### src/rtl/settings_pkg.sv
// rtl/settings_pkg.sv - shared command/error encodings and default limits for the settings block
package settings_pkg;

    // Command byte values carried in byte 0 of each record
    typedef enum logic [7:0] {
        CMD_MAX_ROW   = 8'd1,
        CMD_MAX_COL   = 8'd2,
        CMD_DATA_MIN  = 8'd3,
        CMD_DATA_MAX  = 8'd4,
        CMD_COUNTDOWN = 8'd5
    } cmd_e;

    // Reported failure cause
    typedef enum logic [2:0] {
        ERR_NONE      = 3'd0,
        ERR_BAD_CMD   = 3'd1,
        ERR_RANGE     = 3'd2,
        ERR_ORDER     = 3'd3,
        ERR_BAD_COUNT = 3'd4
    } err_code_e;

    // Which staged setting a validated record writes
    typedef enum logic [2:0] {
        TGT_NONE      = 3'd0,
        TGT_MAX_ROW   = 3'd1,
        TGT_MAX_COL   = 3'd2,
        TGT_DATA_MIN  = 3'd3,
        TGT_DATA_MAX  = 3'd4,
        TGT_COUNTDOWN = 3'd5
    } target_e;

    // Batch sequencer states
    typedef enum logic [2:0] {
        ST_IDLE   = 3'd0,
        ST_READ   = 3'd1,
        ST_WAIT   = 3'd2,
        ST_CHECK  = 3'd3,
        ST_COMMIT = 3'd4,
        ST_FAIL   = 3'd5
    } state_e;

    // Defaults and limits shared with the settings consumers
    localparam int DEF_DATA_BYTES     = 4;
    localparam int DEF_MAX_REC        = 8;
    localparam int DEF_MAX_DIM        = 32;
    localparam int DEF_DATA_MAX_LIMIT = 65535;
    localparam int DEF_CD_MIN         = 5;
    localparam int DEF_CD_MAX         = 15;

endpackage

### src/rtl/settings_record_check.sv
// rtl/settings_record_check.sv - combinational validation of one {cmd, data} settings record
module settings_record_check
    import settings_pkg::*;
#(
    parameter int DATA_W         = 32,
    parameter int MAX_DIM        = DEF_MAX_DIM,
    parameter int DATA_MAX_LIMIT = DEF_DATA_MAX_LIMIT,
    parameter int CD_MIN         = DEF_CD_MIN,
    parameter int CD_MAX         = DEF_CD_MAX
) (
    input  logic [7:0]        cmd_i,
    input  logic [DATA_W-1:0] data_i,
    output logic              pass_o,
    output err_code_e         err_code_o,
    output target_e           target_o
);

    localparam logic [DATA_W-1:0]        DIM_HI = DATA_W'(MAX_DIM);
    localparam logic signed [DATA_W-1:0] DMAX   = DATA_W'(DATA_MAX_LIMIT);
    localparam logic [DATA_W-1:0]        CD_LO  = DATA_W'(CD_MIN);
    localparam logic [DATA_W-1:0]        CD_HI  = DATA_W'(CD_MAX);

    logic range_ok;

    // Decode the command, pick its target and apply that command's legal range
    always_comb begin
        range_ok = 1'b0;
        target_o = TGT_NONE;
        case (cmd_i)
            CMD_MAX_ROW: begin
                target_o = TGT_MAX_ROW;
                range_ok = (data_i != '0) && (data_i <= DIM_HI);
            end
            CMD_MAX_COL: begin
                target_o = TGT_MAX_COL;
                range_ok = (data_i != '0) && (data_i <= DIM_HI);
            end
            CMD_DATA_MIN: begin
                target_o = TGT_DATA_MIN;
                range_ok = 1'b1;
            end
            CMD_DATA_MAX: begin
                target_o = TGT_DATA_MAX;
                range_ok = ($signed(data_i) <= DMAX);
            end
            CMD_COUNTDOWN: begin
                target_o = TGT_COUNTDOWN;
                range_ok = (data_i >= CD_LO) && (data_i <= CD_HI);
            end
            default: begin
                target_o = TGT_NONE;
                range_ok = 1'b0;
            end
        endcase
    end

    // Unknown commands report BAD_CMD; known ones report RANGE when out of bounds
    always_comb begin
        pass_o     = (target_o != TGT_NONE) && range_ok;
        err_code_o = ERR_NONE;
        if (target_o == TGT_NONE) begin
            err_code_o = ERR_BAD_CMD;
        end else if (!range_ok) begin
            err_code_o = ERR_RANGE;
        end
    end

endmodule

### src/rtl/settings_batch_handler.sv
// rtl/settings_batch_handler.sv - reads, validates, stages and atomically commits a batch of settings records
module settings_batch_handler
    import settings_pkg::*;
#(
    parameter int DATA_BYTES     = DEF_DATA_BYTES,
    parameter int MAX_REC        = DEF_MAX_REC,
    parameter int MAX_DIM        = DEF_MAX_DIM,
    parameter int DATA_MAX_LIMIT = DEF_DATA_MAX_LIMIT,
    parameter int CD_MIN         = DEF_CD_MIN,
    parameter int CD_MAX         = DEF_CD_MAX,
    localparam int DATA_W        = 8 * DATA_BYTES,
    localparam int RCW           = $clog2(MAX_REC + 1),
    localparam int IW            = (MAX_REC > 1) ? $clog2(MAX_REC) : 1,
    localparam int AW            = $clog2(MAX_REC * (DATA_BYTES + 1))
) (
    input  logic              clk,
    input  logic              rst,
    input  logic              start,
    input  logic [RCW-1:0]    rec_count,
    input  logic              err_clr,
    output logic              busy,
    output logic              done,
    output logic              error,
    output logic [2:0]        err_code,
    output logic [IW-1:0]     err_index,
    output logic              ram_rd_en,
    output logic [AW-1:0]     ram_rd_addr,
    input  logic [7:0]        ram_rd_data,
    output logic              settings_wr_en,
    output logic [DATA_W-1:0] settings_max_row,
    output logic [DATA_W-1:0] settings_max_col,
    output logic [DATA_W-1:0] settings_data_min,
    output logic [DATA_W-1:0] settings_data_max,
    output logic [DATA_W-1:0] settings_countdown_time
);

    localparam int BW = $clog2(DATA_BYTES + 1);
    localparam logic [DATA_W-1:0] RST_DIM = DATA_W'(MAX_DIM);
    localparam logic [DATA_W-1:0] RST_MIN = '0;
    localparam logic [DATA_W-1:0] RST_MAX = DATA_W'(DATA_MAX_LIMIT);
    localparam logic [DATA_W-1:0] RST_CD  = DATA_W'(CD_MAX);

    state_e            state_q;
    logic              busy_q, done_q, wr_en_q, error_q, commit_ok_q;
    err_code_e         err_code_q;
    logic [IW-1:0]     err_index_q;
    logic              rd_en_q;
    logic [AW-1:0]     rd_addr_q;
    logic [BW-1:0]     byte_q;
    logic [IW-1:0]     rec_q;
    logic [RCW-1:0]    rec_total_q;
    logic [7:0]        cmd_q;
    logic [DATA_W-1:0] data_q;

    // Staged values (built up during the batch) and live settings
    logic [DATA_W-1:0] stg_row_q, stg_col_q, stg_min_q, stg_max_q, stg_cd_q;
    logic [DATA_W-1:0] stg_row_d, stg_col_d, stg_min_d, stg_max_d, stg_cd_d;
    logic [DATA_W-1:0] set_row_q, set_col_q, set_min_q, set_max_q, set_cd_q;

    logic              chk_pass;
    err_code_e         chk_code;
    target_e           chk_target;
    logic              stg_order_ok, cur_order_ok, last_rec;
    logic [DATA_W-1:0] data_shifted;

    settings_record_check #(
        .DATA_W         (DATA_W),
        .MAX_DIM        (MAX_DIM),
        .DATA_MAX_LIMIT (DATA_MAX_LIMIT),
        .CD_MIN         (CD_MIN),
        .CD_MAX         (CD_MAX)
    ) u_check (
        .cmd_i      (cmd_q),
        .data_i     (data_q),
        .pass_o     (chk_pass),
        .err_code_o (chk_code),
        .target_o   (chk_target)
    );

    // Data bytes arrive LSB first, so shifting in from the top leaves byte 1 at bit 0
    assign data_shifted = DATA_W'({ram_rd_data, data_q} >> 8);
    assign last_rec     = (RCW'(rec_q) + RCW'(1)) == rec_total_q;
    assign cur_order_ok = $signed(set_min_q) <= $signed(set_max_q);
    assign stg_order_ok = $signed(stg_min_d) <= $signed(stg_max_d);

    // Staging view with the record under check folded in; duplicates overwrite so the last wins
    always_comb begin
        stg_row_d = stg_row_q;
        stg_col_d = stg_col_q;
        stg_min_d = stg_min_q;
        stg_max_d = stg_max_q;
        stg_cd_d  = stg_cd_q;
        case (chk_target)
            TGT_MAX_ROW:   stg_row_d = data_q;
            TGT_MAX_COL:   stg_col_d = data_q;
            TGT_DATA_MIN:  stg_min_d = data_q;
            TGT_DATA_MAX:  stg_max_d = data_q;
            TGT_COUNTDOWN: stg_cd_d  = data_q;
            default:       stg_row_d = stg_row_q;
        endcase
    end

    // Batch sequencer with registered outputs; the commit decision is taken on the edge
    // leaving the last CHECK so that done and the new values appear in the COMMIT cycle
    always_ff @(posedge clk or posedge rst) begin
        if (rst) begin
            state_q     <= ST_IDLE;
            busy_q      <= 1'b0;
            done_q      <= 1'b0;
            wr_en_q     <= 1'b0;
            error_q     <= 1'b0;
            commit_ok_q <= 1'b0;
            err_code_q  <= ERR_NONE;
            err_index_q <= '0;
            rd_en_q     <= 1'b0;
            rd_addr_q   <= '0;
            byte_q      <= '0;
            rec_q       <= '0;
            rec_total_q <= '0;
            cmd_q       <= '0;
            data_q      <= '0;
            stg_row_q   <= RST_DIM;
            stg_col_q   <= RST_DIM;
            stg_min_q   <= RST_MIN;
            stg_max_q   <= RST_MAX;
            stg_cd_q    <= RST_CD;
            set_row_q   <= RST_DIM;
            set_col_q   <= RST_DIM;
            set_min_q   <= RST_MIN;
            set_max_q   <= RST_MAX;
            set_cd_q    <= RST_CD;
        end else begin
            done_q  <= 1'b0;
            wr_en_q <= 1'b0;
            case (state_q)
                ST_IDLE: begin
                    if (err_clr) begin
                        error_q     <= 1'b0;
                        err_code_q  <= ERR_NONE;
                        err_index_q <= '0;
                    end else if (start && !error_q) begin
                        stg_row_q   <= set_row_q;
                        stg_col_q   <= set_col_q;
                        stg_min_q   <= set_min_q;
                        stg_max_q   <= set_max_q;
                        stg_cd_q    <= set_cd_q;
                        rec_q       <= '0;
                        rec_total_q <= rec_count;
                        if (rec_count == '0) begin
                            state_q     <= ST_COMMIT;
                            commit_ok_q <= cur_order_ok;
                            done_q      <= cur_order_ok;
                        end else if (rec_count > RCW'(MAX_REC)) begin
                            state_q     <= ST_FAIL;
                            error_q     <= 1'b1;
                            err_code_q  <= ERR_BAD_COUNT;
                            err_index_q <= '0;
                        end else begin
                            state_q   <= ST_READ;
                            busy_q    <= 1'b1;
                            rd_en_q   <= 1'b1;
                            rd_addr_q <= '0;
                            byte_q    <= '0;
                        end
                    end
                end
                ST_READ: begin
                    if (byte_q == BW'(1)) begin
                        cmd_q <= ram_rd_data;
                    end else if (byte_q > BW'(1)) begin
                        data_q <= data_shifted;
                    end
                    if (byte_q == BW'(DATA_BYTES)) begin
                        state_q <= ST_WAIT;
                        rd_en_q <= 1'b0;
                    end else begin
                        byte_q    <= byte_q + BW'(1);
                        rd_addr_q <= rd_addr_q + AW'(1);
                    end
                end
                ST_WAIT: begin
                    data_q  <= data_shifted;
                    state_q <= ST_CHECK;
                end
                ST_CHECK: begin
                    if (!chk_pass) begin
                        state_q     <= ST_FAIL;
                        busy_q      <= 1'b0;
                        error_q     <= 1'b1;
                        err_code_q  <= chk_code;
                        err_index_q <= rec_q;
                    end else begin
                        stg_row_q <= stg_row_d;
                        stg_col_q <= stg_col_d;
                        stg_min_q <= stg_min_d;
                        stg_max_q <= stg_max_d;
                        stg_cd_q  <= stg_cd_d;
                        if (last_rec) begin
                            state_q     <= ST_COMMIT;
                            commit_ok_q <= stg_order_ok;
                            if (stg_order_ok) begin
                                done_q    <= 1'b1;
                                wr_en_q   <= 1'b1;
                                busy_q    <= 1'b0;
                                set_row_q <= stg_row_d;
                                set_col_q <= stg_col_d;
                                set_min_q <= stg_min_d;
                                set_max_q <= stg_max_d;
                                set_cd_q  <= stg_cd_d;
                            end
                        end else begin
                            state_q   <= ST_READ;
                            rec_q     <= rec_q + IW'(1);
                            rd_en_q   <= 1'b1;
                            rd_addr_q <= rd_addr_q + AW'(1);
                            byte_q    <= '0;
                        end
                    end
                end
                ST_COMMIT: begin
                    if (commit_ok_q) begin
                        state_q <= ST_IDLE;
                    end else begin
                        state_q     <= ST_FAIL;
                        busy_q      <= 1'b0;
                        error_q     <= 1'b1;
                        err_code_q  <= ERR_ORDER;
                        err_index_q <= '0;
                    end
                end
                ST_FAIL: begin
                    state_q <= ST_IDLE;
                end
                default: begin
                    state_q <= ST_IDLE;
                end
            endcase
        end
    end

    assign busy                    = busy_q;
    assign done                    = done_q;
    assign error                   = error_q;
    assign err_code                = err_code_q;
    assign err_index               = err_index_q;
    assign ram_rd_en               = rd_en_q;
    assign ram_rd_addr             = rd_addr_q;
    assign settings_wr_en          = wr_en_q;
    assign settings_max_row        = set_row_q;
    assign settings_max_col        = set_col_q;
    assign settings_data_min       = set_min_q;
    assign settings_data_max       = set_max_q;
    assign settings_countdown_time = set_cd_q;

endmodule
### config.mk
export PLATFORM = sky130hd
export DESIGN_NAME = settings_batch_handler
export DESIGN_NICKNAME = d
export VERILOG_FILES = /design/src/rtl/settings_pkg.sv /design/src/rtl/settings_record_check.sv /design/src/rtl/settings_batch_handler.sv
export SDC_FILE = /design/constraint.sdc
export NUM_CORES = 1
export LEC_CHECK = 0
export ABC_AREA = 1
export CAP_MARGIN = 15
export CORE_MARGIN = 10
export CORE_UTILIZATION = 59
export CTS_BUF_LIST = sky130_fd_sc_hd__clkbuf_8
export CTS_CLUSTER_SIZE = 12
export DETAILED_ROUTE_END_ITERATION = 6
export MAX_ROUTING_LAYER = met4
export PLACE_DENSITY_LB_ADDON = 0.3
export SYNTH_ARGS = -nofsm -noshare
export SYNTH_HDL_FRONTEND = slang
export SYNTH_HIERARCHICAL = 1
export SYNTH_SLANG_ARGS = --single-unit
### constraint.sdc
create_clock -name clk -period 19.2 [get_ports clk]
set_input_delay 4.8 -clock clk [delete_from_list [all_inputs] [get_ports clk]]
set_output_delay 4.8 -clock clk [all_outputs]
set_load 0.02 [all_outputs]
==> results.yml <==
power_and_ir_drop:
  leakagePower_nw: 12.0
  ir_drop_mv: 0.247
  p_per_area_mw_per_mm2: 158
  p_total_mw: 3.81
yosys:
  ys_warn_count: 6
  synth_nets: 2784
  syn-cell-area_mm2: 0.0208
  synth_edf_count: 0
  synth_top_area_share_pct: 41.8
  synth_area_leader_cell: "dfrtp_1"
  avgSynthCellArea_um2: 7.70
  synth_ff_type: "dfrtp_1"
  synth.area.mux_share_pct: 0.596
  yosys_register_bits: 391
  synth-compound-area-share_pct: 12.9
  synth_xor_area_share_pct: 0.337
  synthSimpleGateAreaFrac_pct: 26.0
  synthCells: 2699
  synth_cell_types: 36
  synth_adder_area_share_pct: 4.15
  synth.area.top_cells: "dfrtp_1 42%, nand2_1 15%, o21ai_0 6.8%"
  synth_top_family_by_area: "simple AND/OR/NAND/NOR gates"
  async_reset_ff_share_pct: 100
  yosysSeqAreaShare_pct: 47.3
drt:
  drt_iter0_drc: 2557
  wire_per_inst_um: 20.0
  drc: 0
  drt-total-wl_um: 66400
  first_pass_iters: 5
  via_count: 19900
  vias_per_cell: 6.00
  ant_nets: 0
global_route:
  antenna_found_initial: 1
  grt_util_all_layers_pct: 30.5
  grt.overflow.total: 0
  grt_max_degree: 240
  grt_pass1_vias: 19300
  grt_pass1_wl_um: 105000
cts:
  root_buffer: "clkbuf_8"
  cts_buffers: 68
  clk-insertion-delay-late_ns: 0.64
  htreeDepth: 3
  clk_pin_slew_ns: 0.06
  cts-resized-gates: 0
  ctsHoldBuffers: 0
  cts_sinks: 391
  cts_setup_buffers: 0
  clock_path_buffers: 3
  cts_tree: "built"
setup_path:
  required_ns: 19.72
  end_kind: "register"
  path_buf_inv: 3
  worstSetupStartpointType: "primary input"
  crit_family: "buffers and inverters"
  slowest_stage: "buf_4"
  cp_common_cell: "nand2_1"
  critPathArrivalTime_ns: 8.31
  critical_path.max_stage_delay_ns: 0.63
  critPathKind: "in2reg"
  timing.critical_path.cells: "clkdlybuf4s50_1, nand2_1, o21ai_0, nand2_1, nor2_4, buf_4, buf_12, nand2_1, nor2_1, nand2_1, o21ai_0"
  crit_fanout: 239
die:
  dieArea_mm2: 0.0431
  die_y_um: 208
  start_util_pct: 60.0
  num_rows: 68
  die_width_um: 208
  core_mm2: 0.0346
  io_pins: 193
timing:
  rsz0062_at_grt: "false"
  setup_tns_ns: 0
  worst_pin_slew_ns: 1.33
  hold_viol: 0
  min_period_ns: 7.79
  relSlewSlack_pct: 11.6
  fin_skew_ns: 0.0528
  fin_crit_sh_pct: 40.6
  setup_viol: 0
  slew_viol_final: 0
  max_freq_mhz: 128
place:
  port-buffer-count: 192
  hpwl_um: 40900
  place_congestion: 0.936
cells_and_area:
  mostFrequentLayoutCell: "nand2_1"
  areaGrowthSynthToFinish_pct: 16.1
  layout_common_cells: "839 x nand2_1, 347 x dfrtp_1, 282 x o21ai_0, 271 x inv_1, 224 x nor2_1"
  drive_gt1_share_pct: 7.25
  nets: 2887
job:
  maxCapViolCount: 0
status:
  outcome: "finished clean"
hold_path:
  hold_class: "reg2reg"
-- state kept, by name, indices dropped and copies added, names as in the netlist, 3 cells and up --
name,count
data_q,32
settings_countdown_time,32
settings_data_max,32
settings_data_min,32
settings_max_col,32
settings_max_row,32
stg_cd_q,32
stg_col_q,32
stg_max_q,32
stg_min_q,32
stg_row_q,32
cmd_q,8
ram_rd_addr,6
rec_total_q,4
byte_q,3
err_code,3
err_index,3
rec_q,3
state_q,3
-- synthesized netlist by cell type (35+ instances only) --
master and count:
o22ai_1 65, inv_1 249, nand2_1 839, a31oi_1 98
dfstp_2 44, o21ai_0 282, buf_2 56, nand4_1 168
nor2_1 224, ha_1 69, clkbuf_1 111, dfrtp_1 347
a21oi_1 35
-- where the power goes --
group          internal [mW]  total, mW  leakage (nW)  switching, mW
Combinational          0.499       1.75          6.21           1.25
Clock                  0.437      0.794         0.816          0.358
Sequential              1.08       1.26          5.02          0.180
-- final cells by class --
cell class	count	area [um2]
fillers	2742	10500
flip-flops and latches	391	9840
multi-input cells	1869	9200
repair buffers	212	2110
clock buffers	91	1250
inverters	260	986
well taps	455	569
clock inverters	32	169
diodes	4	10.0
-- tightest hold or removal path, delay by kind of cell (launching register included) --
kind / cells / cell delay (ns)
flops: 1 / 0.38
simple gates: 2 / 0.10
-- metal layers --
metal	global-route usage, %	share of wire (%)	up-vias
met5	-	0	-
met4	15.1	4.3	0
met3	7.69	11	182
met2	45.4	45	1118
met1	38.3	40	9482
li1	-	-	9110
-- cell families (layout without fill, tap and decap cells) --
family | count (synthesis) | after routing
simple gates | 1291 | 1291
compound gates | 489 | 489
buf+inv | 439 | 595
flops | 391 | 391
fa+ha+maj | 69 | 69
mux | 11 | 11
xor+xnor | 8 | 8
other cells | 1 | 5
-- worst paths after layout --
| kind | start | to | slack (ns) | cells after the start |
|---|---|---|---|---|
| setup / recovery | start | rec_q[0] | 11.41 | 11 |
| hold reg to reg | settings_data_max[12] | settings_data_max[12] | 0.48 | 2 |
| setup reg to reg | cmd_q[5] | settings_max_row[6] | 13.49 | 21 |
| hold / removal | settings_data_max[12] | settings_data_max[12] | 0.48 | 2 |
| max in group asynchronous | rst | settings_countdown_time[30] | 12.32 | 4 |
| min in group asynchronous | rst | stg_cd_q[26] | 4.70 | 2 |
-- through the flow --
stage / instance area [um2] / hold WS, ns / worst slack, ns / util (%) / cells
CTS: 24100 / 0.480 / 11.77 / 69.6 / 3309
finish: 24100 / 0.478 / 11.41 / 69.7 / 3314
floorplan: 20800 / 0.473 / 3.60 / - / 2699
global route: 24100 / 0.487 / 11.45 / 69.7 / 3311
global placement: 22700 / 0.461 / 11.27 / 65.5 / 3186
detailed placement: 22700 / 0.470 / 11.15 / 65.5 / 3186
Note: power is estimated with default switching activity, not from simulation.
